**src/rtl/puf_challenge_requester.sv**
```systemverilog
// Host-side requester for a PUF wrapper: latches challenge/helper, pulses INPUT_READY, waits for DONE edge.
// Optional wait timeout enabled by defining PUF_REQ_TIMEOUT_EN.
module puf_challenge_requester #(
    parameter int unsigned CHALLENGE_SIZE   = 32,
    parameter int unsigned RESPONSE_SIZE    = 256,
    parameter int unsigned HELPER_DATA_SIZE = 96,
    parameter int unsigned TIMEOUT_CYCLES   = 1024
) (
    input  logic                          CLK,
    input  logic                          RST,
    input  logic                          REQ_VALID,
    output logic                          REQ_READY,
    input  logic [CHALLENGE_SIZE-1:0]     REQ_CHALLENGE,
    input  logic [0:HELPER_DATA_SIZE-1]   REQ_HELPER,
    output logic [CHALLENGE_SIZE-1:0]     CHALLENGE,
    output logic [0:HELPER_DATA_SIZE-1]   HELPER_DATA,
    output logic                          INPUT_READY,
    input  logic [RESPONSE_SIZE-1:0]      PUF_RESPONSE,
    input  logic                          DONE,
    output logic                          RSP_VALID,
    input  logic                          RSP_READY,
    output logic [RESPONSE_SIZE-1:0]      RSP_DATA,
    output logic                          RSP_TIMEOUT
);

    if (TIMEOUT_CYCLES < 2 || TIMEOUT_CYCLES > 65535) begin : g_timeout_range
        $error("TIMEOUT_CYCLES must be in 2..65535");
    end

    typedef enum logic [1:0] {IDLE, ISSUE, WAIT, HOLD} state_t;

    state_t                        state_q, state_d;
    logic                          req_ready_q, req_ready_d;
    logic                          input_ready_q, input_ready_d;
    logic                          rsp_valid_q, rsp_valid_d;
    logic [RESPONSE_SIZE-1:0]      rsp_data_q, rsp_data_d;
    logic [CHALLENGE_SIZE-1:0]     challenge_q, challenge_d;
    logic [0:HELPER_DATA_SIZE-1]   helper_q, helper_d;
    logic                          done_q, done_d;
    logic                          completion;

`ifdef PUF_REQ_TIMEOUT_EN
    localparam logic [15:0] TIMEOUT_LAST = 16'(TIMEOUT_CYCLES - 1);
    logic [15:0]                   cnt_q, cnt_d;
    logic                          rsp_timeout_q, rsp_timeout_d;
`endif

    // Only a fresh rising edge counts; a level left high by the previous run is ignored.
    assign completion = DONE && !done_q;

    always_comb begin
        state_d     = state_q;
        rsp_data_d  = rsp_data_q;
        challenge_d = challenge_q;
        helper_d    = helper_q;
        done_d      = DONE;
`ifdef PUF_REQ_TIMEOUT_EN
        cnt_d         = cnt_q;
        rsp_timeout_d = rsp_timeout_q;
`endif
        case (state_q)
            IDLE: begin
                if (REQ_VALID && req_ready_q) begin
                    challenge_d = REQ_CHALLENGE;
                    helper_d    = REQ_HELPER;
                    state_d     = ISSUE;
                end
            end
            ISSUE: begin
                state_d = WAIT;
`ifdef PUF_REQ_TIMEOUT_EN
                cnt_d   = '0;
`endif
            end
            WAIT: begin
                if (completion) begin
                    rsp_data_d    = PUF_RESPONSE;
`ifdef PUF_REQ_TIMEOUT_EN
                    rsp_timeout_d = 1'b0;
`endif
                    state_d       = HOLD;
                end
`ifdef PUF_REQ_TIMEOUT_EN
                else if (cnt_q == TIMEOUT_LAST) begin
                    rsp_data_d    = '0;
                    rsp_timeout_d = 1'b1;
                    state_d       = HOLD;
                end else begin
                    cnt_d = cnt_q + 16'd1;
                end
`endif
            end
            HOLD: begin
                if (RSP_READY) begin
                    state_d = IDLE;
                end
            end
            default: state_d = IDLE;
        endcase
        // Handshake outputs are registered copies of the next-state decode.
        req_ready_d   = (state_d == IDLE);
        input_ready_d = (state_d == ISSUE);
        rsp_valid_d   = (state_d == HOLD);
    end

    always_ff @(posedge CLK) begin
        if (RST) begin
            state_q       <= IDLE;
            req_ready_q   <= 1'b0;
            input_ready_q <= 1'b0;
            rsp_valid_q   <= 1'b0;
            rsp_data_q    <= '0;
            challenge_q   <= '0;
            helper_q      <= '0;
            done_q        <= 1'b0;
`ifdef PUF_REQ_TIMEOUT_EN
            cnt_q         <= '0;
            rsp_timeout_q <= 1'b0;
`endif
        end else begin
            state_q       <= state_d;
            req_ready_q   <= req_ready_d;
            input_ready_q <= input_ready_d;
            rsp_valid_q   <= rsp_valid_d;
            rsp_data_q    <= rsp_data_d;
            challenge_q   <= challenge_d;
            helper_q      <= helper_d;
            done_q        <= done_d;
`ifdef PUF_REQ_TIMEOUT_EN
            cnt_q         <= cnt_d;
            rsp_timeout_q <= rsp_timeout_d;
`endif
        end
    end

    assign REQ_READY   = req_ready_q;
    assign INPUT_READY = input_ready_q;
    assign RSP_VALID   = rsp_valid_q;
    assign RSP_DATA    = rsp_data_q;
    assign CHALLENGE   = challenge_q;
    assign HELPER_DATA = helper_q;
`ifdef PUF_REQ_TIMEOUT_EN
    assign RSP_TIMEOUT = rsp_timeout_q;
`else
    assign RSP_TIMEOUT = 1'b0;
`endif

endmodule

```
**config.mk**
```make
export PLATFORM = sky130hd
export DESIGN_NAME = puf_challenge_requester
export DESIGN_NICKNAME = d
export VERILOG_FILES = /design/src/rtl/puf_challenge_requester.sv
export SDC_FILE = /design/constraint.sdc
export NUM_CORES = 1
export LEC_CHECK = 0
export ABC_AREA = 1
export CAP_MARGIN = 20
export CORE_AREA = 5 5 300 302
export CTS_BUF_LIST = sky130_fd_sc_hd__clkbuf_8 sky130_fd_sc_hd__clkbuf_16
export DETAILED_ROUTE_END_ITERATION = 6
export DIE_AREA = 0 0 305 307
export PLACE_DENSITY = 0.38
export SYNTH_ARGS = -nofsm -noshare
export SYNTH_HDL_FRONTEND = slang
export SYNTH_SLANG_ARGS = --single-unit
```
**constraint.sdc**
```tcl
create_clock -name CLK -period 3.1 [get_ports CLK]
set_clock_uncertainty 0.05 [all_clocks]
set_input_delay 0.31 -clock CLK [delete_from_list [all_inputs] [get_ports CLK]]
set_output_delay 0.31 -clock CLK [all_outputs]
set_load 0.01 [all_outputs]
```
### Word-level counts from Yosys, hierarchy flattened

Index checks and enable logic that the tools add are counted.

| storage, ports and cells | value |
|---|---|
| register bits | 390 |
| output and inout bits | 388 |

| cells by class | value |
|---|---|
| eq/ne operators | 5 |
| muxes and demuxes | 4 |
| reduce and logical (&&, ||, !) cells | 7 |

Operator list:

| kind | count |
|---|---|
| $pmux 2 s4 | 1 |
| $eq 2x2->1 const B | 3 |
| $mux 2 | 3 |
| $eq 2x1->1 const B | 2 |
| $logic_not 2->1 | 2 |
| $reduce_and 2->1 | 2 |
| $logic_and 1x1->1 | 2 |
| $logic_not 1->1 | 1 |

### Longest topological paths before layout

Gate-level depths: netlist of run 1.

| logic depth | value |
|---|---|
| depth in word-level cells | 5 |
| depth in mapped cells | 7 |

### Worst setup path after synthesis of run 1

OpenSTA, ideal clock, no wires.

| timing | value |
|---|---|
| path type | reg-to-reg |
| start | register req_ready_q (netlist: REQ_READY) |
| end | register challenge_q[23] (netlist: CHALLENGE[23]) |
| arrival | 1.148 ns |
| required time | 2.980 ns |
| slack | 1.831 ns |
| stages on the path, launching flop included | 7 |
| period minus slack after synthesis | 1.269 ns |
| path through | dfxtp_1 nand2_1 inv_1 clkbuf_1 buf_2 nand3_1 a21oi_1 |

| on the way | value |
|---|---|
| longest elaborated chain between the ends | 2 |

Ends and longest elaborated chain:

| item | line | text |
|---|---|---|
| from (decl) | 33 | `logic req_ready_q, req_ready_d;` |
| from (signal assigned) | 122 | `req_ready_q <= req_ready_d;` |
| $logic_and 1x1->1 | 63 | `if (REQ_VALID && req_ready_q) begin` |
| $reduce_and 2->1 (no line) | - |  |
| to (signal assigned) | 126 | `challenge_q <= challenge_d;` |
| to (decl) | 37 | `logic [CHALLENGE_SIZE-1:0] challenge_q, challenge_d;` |

Every way passes these cells.
A chain may end at the register's enable or synchronous reset.

### Final worst setup path of run 1

| timing | value |
|---|---|
| start | register state_q[0] |
| end | register helper_q, in the netlist HELPER_DATA[14] |

| on the way | value |
|---|---|
| longest elaborated chain between the ends | 2 |

Ends and longest elaborated chain:

| item | line | text |
|---|---|---|
| from (decl) | 32 | `state_t state_q, state_d;` |
| from (signal assigned) | 121 | `state_q <= state_d;` |
| $logic_not 2->1 | 61 | `case (state_q)` |
| $reduce_and 2->1 (no line) | - |  |
| to (signal assigned) | 127 | `helper_q <= helper_d;` |
| to (decl) | 38 | `logic [0:HELPER_DATA_SIZE-1] helper_q, helper_d;` |

Every way passes these cells.

==> results.sh, run 1 <==
export IMPL_status="completed"
export IMPL_yosys_top_cells_count="nor2_1, nand2_1, dfxtp_1"
export IMPL_rr_startpoint="state_q[0]"
export IMPL_fin_crit_sh=0.661
export IMPL_power_density_nw_per_um2=567
export IMPL_rsz0062_at_grt="no"
export IMPL_drtIter0Drc=845
export IMPL_wl_met2_mm=36.7
export IMPL_synth_edff_count=0
export IMPL_io_pins=777
export IMPL_synthFlopType="dfxtp_1"
export IMPL_netlist_area_um2=15400
export IMPL_cp_top_family="buffers and inverters"
export IMPL_leakage_nw=9.43
export IMPL_endpoint_kind="register"
export IMPL_grt_max_degree=147
export IMPL_power_frac_comb=0.201
export IMPL_required_ns=3.54
export IMPL_yosysTopAreaCell="dfxtp_1"
export IMPL_setup_tns_ns=0
export IMPL_antenna_found_initial=15
export IMPL_critPathSlowestCell="nor2_4"
export IMPL_critical_path_class="reg -> reg"
export IMPL_clock_path_buffers=3
export IMPL_p_int_mw=10.6
export IMPL_p_total_mw=14.7
export IMPL_ys_seq_area_frac=0.508
export IMPL_highest_layer="met5"
export IMPL_die_height_um=307
export IMPL_maxSlewHeadroom=0.469
export IMPL_met3_length_mm=6.58
export IMPL_async_reset_ff_frac=0
export IMPL_ir_worst_vdd_mv=0.340
export IMPL_dr_pass1_iters=5
export IMPL_report_final_slew_viol_count=0
export IMPL_cp_cell_sequence="nor2_4, buf_12, buf_12, nand3_1, a21oi_1"
export IMPL_crit_cells=5
export IMPL_p_sw_frac=0.278
export IMPL_nNetsFinal=3079
export IMPL_netlist_area_leader_share=0.508
export IMPL_clkPwrFrac=0.421
export IMPL_setup_viol=0
export IMPL_worst_path_buf_inv=2
export IMPL_max_freq_mhz=488
export IMPL_cts_hold_buf=0
export IMPL_syn2layout_area_growth_pct=69.3
export IMPL_hpwl_mm=53.9
export IMPL_cts_sinks=390
export IMPL_seqPwrFrac=0.378
export IMPL_start_util=0.176
export IMPL_cp_max_fo=84
export IMPL_die_area_um2=93600
export IMPL_yosysUniqueCellTypes=16
export IMPL_wirelength_mm=74.8
export IMPL_max_stage_delay_ns=0.47
export IMPL_cts_tree="built"
export IMPL_ys_warn_count=0
export IMPL_final_antenna_net_count=0
export IMPL_yosysMostFrequentCell="nor2_1"
export IMPL_grt_usage=0.149
export IMPL_path_common_cell="buf_12"
export IMPL_dieWidth_um=305
export IMPL_grt_overflow_total=0
export IMPL_avgSynthCellArea_um2=7.68
export IMPL_grt_pass1_wl_mm=107
export IMPL_p_switching_mw=4.09
export IMPL_num_rows=109
export IMPL_synth_net_count=2388
export IMPL_numCtsBuffers=52
export IMPL_tightest_slew_ns=0.797
export IMPL_cp_start_kind="register"
export IMPL_hold_path_class="in -> reg"
export IMPL_rr_endpoint="HELPER_DATA[14]"
export IMPL_via_per_inst=4.06
export IMPL_gp_congestion=0.802
export IMPL_hold_violations=0
export IMPL_h_tree_depth=2
export IMPL_drc_errors=0
export IMPL_fill_cells=9264
export IMPL_postCtsResizedCells=0
export IMPL_io_buffers=775
export IMPL_reg2reg_depth=5
export IMPL_synth_seq_cells=390
export IMPL_drive_gt1_frac=0.0437
export IMPL_first_global_vias=16036
export IMPL_rrSetupSlack_ns=1.05
export IMPL_root_buffer="clkbuf_16"
export IMPL_worstPathArrival_ns=2.49
export IMPL_max_cap_violations=0
export IMPL_cp_startpoint="state_q[0]"
export IMPL_core_area_um2=87400
export IMPL_worstSetupEndpoint="HELPER_DATA[14]"
export IMPL_clk_pin_slew_ns=0.06
export IMPL_clk_latency_ns=0.58
export IMPL_fin_crit_ns=2.05
export IMPL_wl_per_cell_um=19.2
export IMPL_post_cts_setup_buffer_count=0
export IMPL_synth_area_leaders="dfxtp_1, nor2_1, nand3b_1"
export IMPL_vias=15826
export IMPL_synth_cells=1999
export IMPL_met1_length_mm=28.5
## routing by layer
layer,GRT usage,vias to the layer above
li1,-,7798
met2,0.259,544
met4,0.0611,12
met5,0,-
met1,0.163,7337
met3,0.0583,135
## registers in the layout (all words and copies together) (netlist names)
register     cells
state_q          2
done_q           1
CHALLENGE       32
REQ_READY        1
RSP_DATA       256
HELPER_DATA     96
INPUT_READY      1
RSP_VALID        1
## cells by family after synthesis
group,count (synthesis),synth area share
flip-flops,390,0.508
buffers and inverters,179,0.0577
AND/OR/NAND/NOR,1300,0.392
AO/OA/AOI/OAI,129,0.0420
other,1,0.000244
## metrics by stage
step / setup WS (ns) / area (um2) / hold slack (ns) / std cells / utilization
5_1_grt: 0.918 / 26000 / 0.205 / 3898 / 0.297
4_1_cts: 1.01 / 26000 / 0.178 / 3891 / 0.297
2_1_floorplan: 1.83 / 15400 / 0.385 / 1999 / -
6_report: 1.05 / 26000 / 0.199 / 3900 / 0.298
3_3_place_gp: 0.902 / 24200 / 0.399 / 3801 / 0.277
3_5_place_dp: 0.901 / 24200 / 0.403 / 3801 / 0.277
## power groups by stage
stage               Combinational (mW)  Sequential, mW  Clock, mW
floorplan                         1.17            5.82          0
global placement                  3.01            5.67          0
detailed placement                3.02            5.68          0
CTS                               3.03            5.57       6.49
global route                      3.23            5.61       6.64
finish                            2.96            5.57       6.20
## cell usage in the layout (no fill, tap or decap), drive strengths merged
cell	instances
a21oi	129
buf	33
bufinv	4
clkbuf	70
clkdlybuf4s50	774
clkinv	5
conb	1
dfxtp	390
diode	9
inv	20
nand2	393
nand3	131
nand3b	256
nand4	1
nor2	519
## area by class of cell
type / count / area [um2] / share of cell area
Timing Repair Buffer: 807 / 8230 / 0.317
Sequential cell: 390 / 7810 / 0.300
Multi-Input combinational cell: 1430 / 6690 / 0.257
Clock buffer: 70 / 1560 / 0.0600
Tap cell: 1165 / 1460 / 0.0560
Clock inverter: 20 / 193 / 0.00741
Inverter: 9 / 42.5 / 0.00164
Antenna cell: 9 / 22.5 / 0.000866
## worst min path at each step
| stage | from | end | depth (start not counted) | slack, ns |
|---|---|---|---|---|
| after floorplan | DONE | done_q | 2 | 0.38 |
| after global placement | CHALLENGE[7] | CHALLENGE[7] | 2 | 0.40 |
| after detailed placement | CHALLENGE[26] | CHALLENGE[26] | 2 | 0.40 |
| after CTS | RST | RSP_DATA[232] | 4 | 0.18 |
| after global routing | RST | RSP_DATA[239] | 4 | 0.20 |
| final | RST | RSP_DATA[239] | 4 | 0.20 |
## tightest hold or removal path, stage by stage
cell and delay [ns]:
buf_4 0.14, inv_8 0.17, nand2_1 0.13, nor2_1 0.03
(Power assumes the default switching activity.)
==> inputs of run 2 (changes only) <==
Clock period 3.1 ns to 2.1 ns, I/O delays scaled along.
==> results.sh, run 2 (same netlist as run 1, synthesis figures left out) <==
export IMPL_rr_startpoint="state_q[1]"
export IMPL_rrSetupSlack_ns=0.43
export IMPL_rr_endpoint="RSP_DATA[89]"
export IMPL_cp_cell_sequence="clkdlybuf4s50_1"
export IMPL_power_frac_comb=0.210
export IMPL_max_stage_delay_ns=0.68
export IMPL_cts_tree="built"
export IMPL_max_cap_violations=0
export IMPL_p_total_mw=21.8
export IMPL_drtIter0Drc=710
export IMPL_start_util=0.176
export IMPL_reg2reg_depth=7
export IMPL_die_height_um=307
export IMPL_grt_usage=0.149
export IMPL_drc_errors=0
export IMPL_final_common_cell="clkdlybuf4s50_1"
export IMPL_fin_crit_ns=1.87
export IMPL_worstSetupEndpoint="RSP_DATA[29]"
export IMPL_grt_pass1_wl_mm=108
export IMPL_post_cts_setup_buffer_count=0
export IMPL_seqPwrFrac=0.377
export IMPL_grt_max_degree=132
export IMPL_nNetsFinal=3116
export IMPL_grt_overflow_total=0
export IMPL_core_area_um2=87400
export IMPL_clkPwrFrac=0.413
export IMPL_wl_per_cell_um=18.9
export IMPL_p_switching_mw=6.13
export IMPL_worstPathArrival_ns=1.61
export IMPL_rsz0062_at_grt="no"
export IMPL_vias=15945
export IMPL_required_ns=1.84
export IMPL_tightest_slew_ns=0.800
export IMPL_worst_path_buf_inv=1
export IMPL_final_antenna_net_count=0
export IMPL_ir_worst_vdd_mv=0.503
export IMPL_most_common_layout_cells="clkdlybuf4s50_1, nor2_1, nand2_1"
export IMPL_cp_max_fo=2
export IMPL_io_buffers=775
export IMPL_clock_path_buffers=3
export IMPL_setup_tns_ns=0
export IMPL_critical_path_class="reg -> out"
export IMPL_num_rows=109
export IMPL_critPathSlowestCell="clkdlybuf4s50_1"
export IMPL_numCtsBuffers=52
export IMPL_root_buffer="clkbuf_16"
export IMPL_crit_cells=1
export IMPL_via_per_inst=4.04
export IMPL_setup_viol=0
export IMPL_clk_pin_slew_ns=0.06
export IMPL_p_int_mw=15.7
export IMPL_maxSlewHeadroom=0.467
export IMPL_report_final_slew_viol_count=0
export IMPL_die_area_um2=93600
export IMPL_endpoint_kind="output port"
export IMPL_cts_sinks=390
export IMPL_fill_cells=9348
export IMPL_cp_startpoint="RSP_DATA[29]"
export IMPL_status="completed"
export IMPL_dr_pass1_iters=7
export IMPL_p_sw_frac=0.281
export IMPL_clk_latency_ns=0.59
export IMPL_drive_gt1_frac=0.0581
export IMPL_fin_crit_sh=0.890
export IMPL_dieWidth_um=305
export IMPL_h_tree_depth=2
export IMPL_first_global_vias=16128
export IMPL_cp_start_kind="register"
export IMPL_cts_hold_buf=0
export IMPL_hold_path_class="in -> reg"
export IMPL_gp_congestion=0.809
export IMPL_hpwl_mm=55.9
export IMPL_io_pins=777
export IMPL_max_freq_mhz=535
export IMPL_cp_top_family="buffers and inverters"
export IMPL_hold_violations=0
export IMPL_leakage_nw=9.68
export IMPL_largest_reg_flops=256
export IMPL_wirelength_mm=74.6
export IMPL_syn2layout_area_growth_pct=72.4
export IMPL_postCtsResizedCells=0
export IMPL_power_density_nw_per_um2=824
export IMPL_antenna_found_initial=12
==> run 2: cell type report <==
type / count / area [um2] / share of cell area
Clock buffer: 67 / 1520 / 0.0574
Sequential cell: 390 / 7810 / 0.295
Inverter: 9 / 42.5 / 0.00161
Timing Repair Buffer: 844 / 8710 / 0.329
Antenna cell: 7 / 17.5 / 0.000662
Clock inverter: 31 / 224 / 0.00846
Multi-Input combinational cell: 1430 / 6690 / 0.253
Tap cell: 1165 / 1460 / 0.0551
==> run 2: worst min path at each step <==
stage | from | cells after the start | endpoint
global placement | HELPER_DATA[42] | 2 | HELPER_DATA[42]
floorplan | DONE | 2 | done_q
finish | RST | 4 | RSP_DATA[230]
global route | RST | 4 | RSP_DATA[230]
CTS | RST | 4 | RSP_DATA[238]
detailed placement | HELPER_DATA[66] | 2 | HELPER_DATA[66]
==> run 2: routing by layer <==
metal  track usage  share of wire  vias to the layer above
met3        0.0572          0.087                       89
li1              -              -                     7885
met1         0.170           0.39                     7439
met5             0        0.00082                        -
met4        0.0412          0.023                        8
met2         0.263           0.49                      524
==> run 2: metrics by stage <==
step	area, um2	util	setup WS (ns)	hold WS, ns	std cells
2_1_floorplan	15400	-	0.831	0.285	1999
3_3_place_gp	24700	0.283	0.289	0.398	3838
3_5_place_dp	24700	0.283	0.260	0.403	3838
4_1_cts	26500	0.303	0.140	0.0481	3936
5_1_grt	26500	0.303	0.125	0.0883	3942
6_report	26500	0.303	0.231	0.0760	3943
==> run 2: power by group through the flow <==
stage,Clock (mW),Combinational (mW),Sequential (mW)
6_report,9.02,4.58,8.22
2_1_floorplan,0,1.73,8.59
3_5_place_dp,0,4.66,8.38
3_3_place_gp,0,4.65,8.37
4_1_cts,9.41,4.67,8.23
5_1_grt,9.67,4.99,8.28
